==> src/rtl/relu_stream_arbiter.sv <==
// Frame-locked two-requester round-robin arbiter feeding one shared ReLU stage.
// A grant covers a whole frame; the ReLU result sits in a single output register.
module relu_stream_arbiter #(
  parameter int DATA_WIDTH   = 8,
  parameter int NUM_ELEMENTS = 16
) (
  input  logic                               clk,
  input  logic                               rst_n,
  input  logic                               req0_valid,
  input  logic [DATA_WIDTH*NUM_ELEMENTS-1:0] req0_data,
  input  logic                               req0_last,
  output logic                               req0_ready,
  input  logic                               req1_valid,
  input  logic [DATA_WIDTH*NUM_ELEMENTS-1:0] req1_data,
  input  logic                               req1_last,
  output logic                               req1_ready,
  output logic                               out_valid,
  output logic [DATA_WIDTH*NUM_ELEMENTS-1:0] out_data,
  output logic                               out_src,
  output logic                               out_last,
  input  logic                               out_ready,
  output logic                               busy
);

  localparam int W = DATA_WIDTH * NUM_ELEMENTS;

  typedef enum logic [1:0] {
    IDLE   = 2'd0,
    GRANT0 = 2'd1,
    GRANT1 = 2'd2
  } state_t;

  // Negative elements (sign bit set) clamp to zero; others pass unchanged.
  function automatic logic [W-1:0] relu_beat(input logic [W-1:0] beat);
    logic [W-1:0] res;
    res = {W{1'b0}};
    for (int i = 0; i < NUM_ELEMENTS; i++) begin
      if (beat[i*DATA_WIDTH + DATA_WIDTH - 1]) begin
        res[i*DATA_WIDTH +: DATA_WIDTH] = {DATA_WIDTH{1'b0}};
      end else begin
        res[i*DATA_WIDTH +: DATA_WIDTH] = beat[i*DATA_WIDTH +: DATA_WIDTH];
      end
    end
    return res;
  endfunction

  state_t         state_r;
  logic           prio_r;
  logic           out_valid_r;
  logic [W-1:0]   out_data_r;
  logic           out_src_r;
  logic           out_last_r;

  logic           can_load_s;
  logic           accept0_s;
  logic           accept1_s;
  logic           accept_s;
  logic [W-1:0]   beat_data_s;
  logic           beat_last_s;
  logic           beat_src_s;

  // Handshake decode: ready depends only on state and the output register, never on valid.
  always_comb begin
    can_load_s  = 1'b0;
    req0_ready  = 1'b0;
    req1_ready  = 1'b0;
    can_load_s  = !out_valid_r || out_ready;
    req0_ready  = (state_r == GRANT0) && can_load_s;
    req1_ready  = (state_r == GRANT1) && can_load_s;
  end

  // Beat selection for the granted requester.
  always_comb begin
    accept0_s   = req0_valid && req0_ready;
    accept1_s   = req1_valid && req1_ready;
    accept_s    = accept0_s || accept1_s;
    beat_data_s = {W{1'b0}};
    beat_last_s = 1'b0;
    beat_src_s  = 1'b0;
    if (state_r == GRANT1) begin
      beat_data_s = req1_data;
      beat_last_s = req1_last;
      beat_src_s  = 1'b1;
    end else begin
      beat_data_s = req0_data;
      beat_last_s = req0_last;
      beat_src_s  = 1'b0;
    end
  end

  // Arbitration FSM: one IDLE cycle decides, grant is released only on an accepted last beat.
  always_ff @(posedge clk or negedge rst_n) begin
    if (!rst_n) begin
      state_r <= IDLE;
      prio_r  <= 1'b0;
    end else begin
      case (state_r)
        IDLE: begin
          if (req0_valid && req1_valid) begin
            state_r <= prio_r ? GRANT1 : GRANT0;
          end else if (req0_valid) begin
            state_r <= GRANT0;
          end else if (req1_valid) begin
            state_r <= GRANT1;
          end else begin
            state_r <= IDLE;
          end
        end
        GRANT0: begin
          if (accept0_s && req0_last) begin
            state_r <= IDLE;
            prio_r  <= 1'b1;
          end else begin
            state_r <= GRANT0;
          end
        end
        GRANT1: begin
          if (accept1_s && req1_last) begin
            state_r <= IDLE;
            prio_r  <= 1'b0;
          end else begin
            state_r <= GRANT1;
          end
        end
        default: begin
          state_r <= IDLE;
          prio_r  <= 1'b0;
        end
      endcase
    end
  end

  // Output register: load on accept (also when popping), clear valid on a pop with no refill.
  always_ff @(posedge clk or negedge rst_n) begin
    if (!rst_n) begin
      out_valid_r <= 1'b0;
      out_data_r  <= {W{1'b0}};
      out_src_r   <= 1'b0;
      out_last_r  <= 1'b0;
    end else begin
      if (accept_s) begin
        out_valid_r <= 1'b1;
        out_data_r  <= relu_beat(beat_data_s);
        out_src_r   <= beat_src_s;
        out_last_r  <= beat_last_s;
      end else if (out_valid_r && out_ready) begin
        out_valid_r <= 1'b0;
      end
    end
  end

  assign out_valid = out_valid_r;
  assign out_data  = out_data_r;
  assign out_src   = out_src_r;
  assign out_last  = out_last_r;
  assign busy      = (state_r != IDLE);

endmodule

==> config.mk <==
export PLATFORM = sky130hd
export DESIGN_NAME = relu_stream_arbiter
export DESIGN_NICKNAME = d
export VERILOG_FILES = /design/src/rtl/relu_stream_arbiter.sv
export SDC_FILE = /design/constraint.sdc
export NUM_CORES = 1
export LEC_CHECK = 0
export ABC_AREA = 1
export ABC_CLOCK_PERIOD_IN_PS = 1700
export BUFFER_PORTS_ARGS = -buffer_cell sky130_fd_sc_hd__buf_2
export CELL_PAD_IN_SITES_DETAIL_PLACEMENT = 1
export CELL_PAD_IN_SITES_GLOBAL_PLACEMENT = 2
export CORE_ASPECT_RATIO = 1.5
export CORE_MARGIN = 4
export CORE_UTILIZATION = 23
export CTS_CLUSTER_SIZE = 12
export DETAILED_ROUTE_END_ITERATION = 7
export PLACE_DENSITY_LB_ADDON = 0.2
export SYNTH_ARGS = -nofsm -noshare
export SYNTH_HDL_FRONTEND = slang
export SYNTH_SLANG_ARGS = --single-unit
==> constraint.sdc <==
create_clock -name clk -period 1.7 [get_ports clk]
set_input_delay 0.085 -clock clk [delete_from_list [all_inputs] [get_ports clk]]
set_output_delay 0.085 -clock clk [all_outputs]
set_load 0.02 [all_outputs]
==> results.ini <==
[timing]
min_period_over_period_pct=95.29
tns_ps=0
worst_slack_ps=80.09
setup_viol=0
fin_skew_ps=9.270
timing.hold.ws_ps=0.2163
hold_viol=0
max_freq_mhz=617.3
period_needed_ps=1620
final_max_slew_viol_count=0
rsz0062_at_grt=true

[cts]
cts_buffers=17
clkTransAtPathRegs_ps=60
cts.sinks=118
clockBufferDepth=2
worstSkewPairLatency_ps=420
h-tree-depth=4
cts-root-buf=clkbuf_16
cts_tree=built

[cells_and_area]
n_fill_cell=3333
multi_input_area_um2=2985
seq_area_um2=2955
area_growth_pct=58.02
nNetsFinal=1422
final_cell_mix=379 x buf_2, 127 x nand2_1, 116 x dfrtp_1, 112 x or2_2, 112 x o211ai_1
layout-drive-gt1-share_pct=50.26
final_area_um2=9967
layout_commonest_cell=buf_2
postLayoutCoreUtil_pct=36.74

[worst_setup_path]
slowest_delay_ps=400
crit_path_start_kind=flop
critPathKind=flop to flop
startpoint=state_r[0]
crit_chain=inv_2, nand2_4, buf_12, inv_6, buf_16, buf_4, o211ai_1, o21ai_0
arrival_ps=1950
path_delay_family=buffers and inverters
endpoint_kind=flop
critPathBufInv=5
reg2reg_from=state_r[0]
cp_max_fo=25
crit_required_ps=2030
cp_slowest_cell=dfrtp_1

[detailed_routing]
routedWlPerCell_um=18.10
viasPerCell=4.473
drtPass1Iterations=4
drc=0
drt_first_iter_violations=159
num_vias=6776
antenna_left=0
wirelength_um=27420

[synthesis]
synth_mux_area_share_pct=0
post_synth_instance_area_um2=6307
synth-seq-cells=118
synthAdderAreaFrac_pct=0
yosysWarnings=0
synthCells=719
synth_top_family_by_area=compound AO/OA/AOI/OAI gates
synth_cell_types=24
synth_compound_area_share_pct=25.01
synth_xor_area_share_pct=0
ys_seq_area_share_pct=46.82
avgSynthCellArea_um2=8.772
yosys.area_share.simple_pct=20.61

[floorplanning]
die_w_um=143.2
die_area_um2=30190
die_h_um=210.8
ios=397
row_count=74
start_util_pct=23.25
core_area_um2=27130

[global_route]
grt_max_degree=57
antenna_found_initial=1
grt.overflow.total=0
grt_pass1_vias=7331
track_usage_pct=17.46
grt_pass1_wl_um=40500

[power]
max-vdd-ir-drop_mv=0.7555
sw_frac_of_total_pct=44.76
power.share.sequential_pct=28.4
p_leak_uw=0.004871
powerDensity_nw_per_um2=1746
power.switching_uw=7789
internal_power_uw=9614
clkPwrFrac_pct=19.8
combPwrFrac_pct=51.8

[worst_hold_path]
worstHoldStart=req0_data[17]
hold_path.class=input port to flop

[placed_design]
io_buffers=380
gp_congestion=0.7917
placed_area_um2=8685
dp_hpwl_um=21100
dp_slack_ps=-14.64

[run]
drv_cap=0

[outcome]
outcome=completed

==> final timing paths <==
| path | end | slack, ps | cells past startpoint |
|---|---|---|---|
| hold reg to reg | out_data[11] | 480 | 2 |
| max in group asynchronous | out_data[85] | 920 | 3 |
| hold / removal | out_data[17] | 0.2 | 3 |
| setup reg to reg | out_data[38] | 80 | 8 |
| setup / recovery | out_data[38] | 80 | 8 |
| min in group asynchronous | out_data[64] | 160 | 2 |
==> power groups by stage <==
| stage | Sequential [uW] | Clock, uW | Combinational, uW |
|---|---|---|---|
| floorplan | 6580 | 0 | 3660 |
| global placement | 4950 | 0 | 8750 |
| detailed placement | 4990 | 0 | 8820 |
| CTS | 4970 | 3580 | 8980 |
| global route | 5140 | 3710 | 9950 |
| finish | 4940 | 3440 | 9020 |
==> through the flow <==
stage / power [uW] / std cells
2_1_floorplan: 10240 / 734
3_3_place_gp: 13700 / 1419
3_5_place_dp: 13810 / 1419
4_1_cts: 17520 / 1511
5_1_grt: 18800 / 1515
6_report: 17400 / 1515
==> registers in the layout, summed over array words and instances, names as in the netlist <==
name	flops
out_data	112
state_r	2
out_last	1
out_src	1
out_valid	1
prio_r	1
==> final cells by class <==
cell class	count	area share, %
clock inverters	10	1.067
well taps	342	4.293
clock buffers	22	4.456
multi-input cells	523	29.95
repair buffers	475	29.55
flip-flops and latches	118	29.65
inverters	24	1.004
diodes	1	0.02511
==> per-layer routing <==
layer / GRT usage, % / share of wire (%) / vias to the layer above
li1: - / - / 3320
met1: 19.20 / 37 / 3183
met2: 32.48 / 54 / 257
met3: 4.870 / 7.0 / 16
met4: 4.938 / 1.5 / 0
met5: 0 / 0 / -
==> synth_stat cells <==
library cell | instances | area (um^2)
o21ai_0 | 82 | 410.4
o211ai_1 | 112 | 840.8
nand2_1 | 127 | 476.7
nor2_2 | 1 | 6.260
nor2_1 | 4 | 15.01
clkinv_1 | 1 | 3.750
a21oi_1 | 1 | 5.000
nand3_1 | 3 | 15.01
inv_2 | 2 | 7.510
o21ai_2 | 17 | 148.9
buf_2 | 15 | 75.07
clkbuf_1 | 30 | 112.6
nand4_1 | 1 | 6.260
buf_6 | 6 | 67.56
conb_1 | 1 | 3.750
buf_4 | 16 | 120.1
or2_2 | 112 | 700.7
nor3_1 | 1 | 5.000
nand2_2 | 12 | 75.07
o21ai_1 | 33 | 165.2
o21bai_1 | 1 | 7.510
inv_1 | 21 | 78.83
buf_1 | 2 | 7.510
dfrtp_1 | 118 | 2953
==> worst min-delay path: cells and delay by family <==
kind                   cells  cell delay (ps)
AO/OA/AOI/OAI              2              210
buffers and inverters      1               80
==> repair_timing <==
item / CTS / global route
resized for setup: 2 / 27
hold buffers: 60 / 0
setup endpoints to repair: 5 / 45
gates cloned: 0 / 2
hold endpoints to repair: 134 / 0
pin swaps: 0 / 3
setup buffers: 0 / 1
==> logic make-up (layout without fill, tap and decap cells) <==
logic type,after synthesis,count (layout)
AO/OA/AOI/OAI,246,246
buffers and inverters,93,531
flip-flops,118,118
AND/OR/NAND/NOR,261,261
other,1,17
Note: power is estimated with default switching activity, not from simulation.
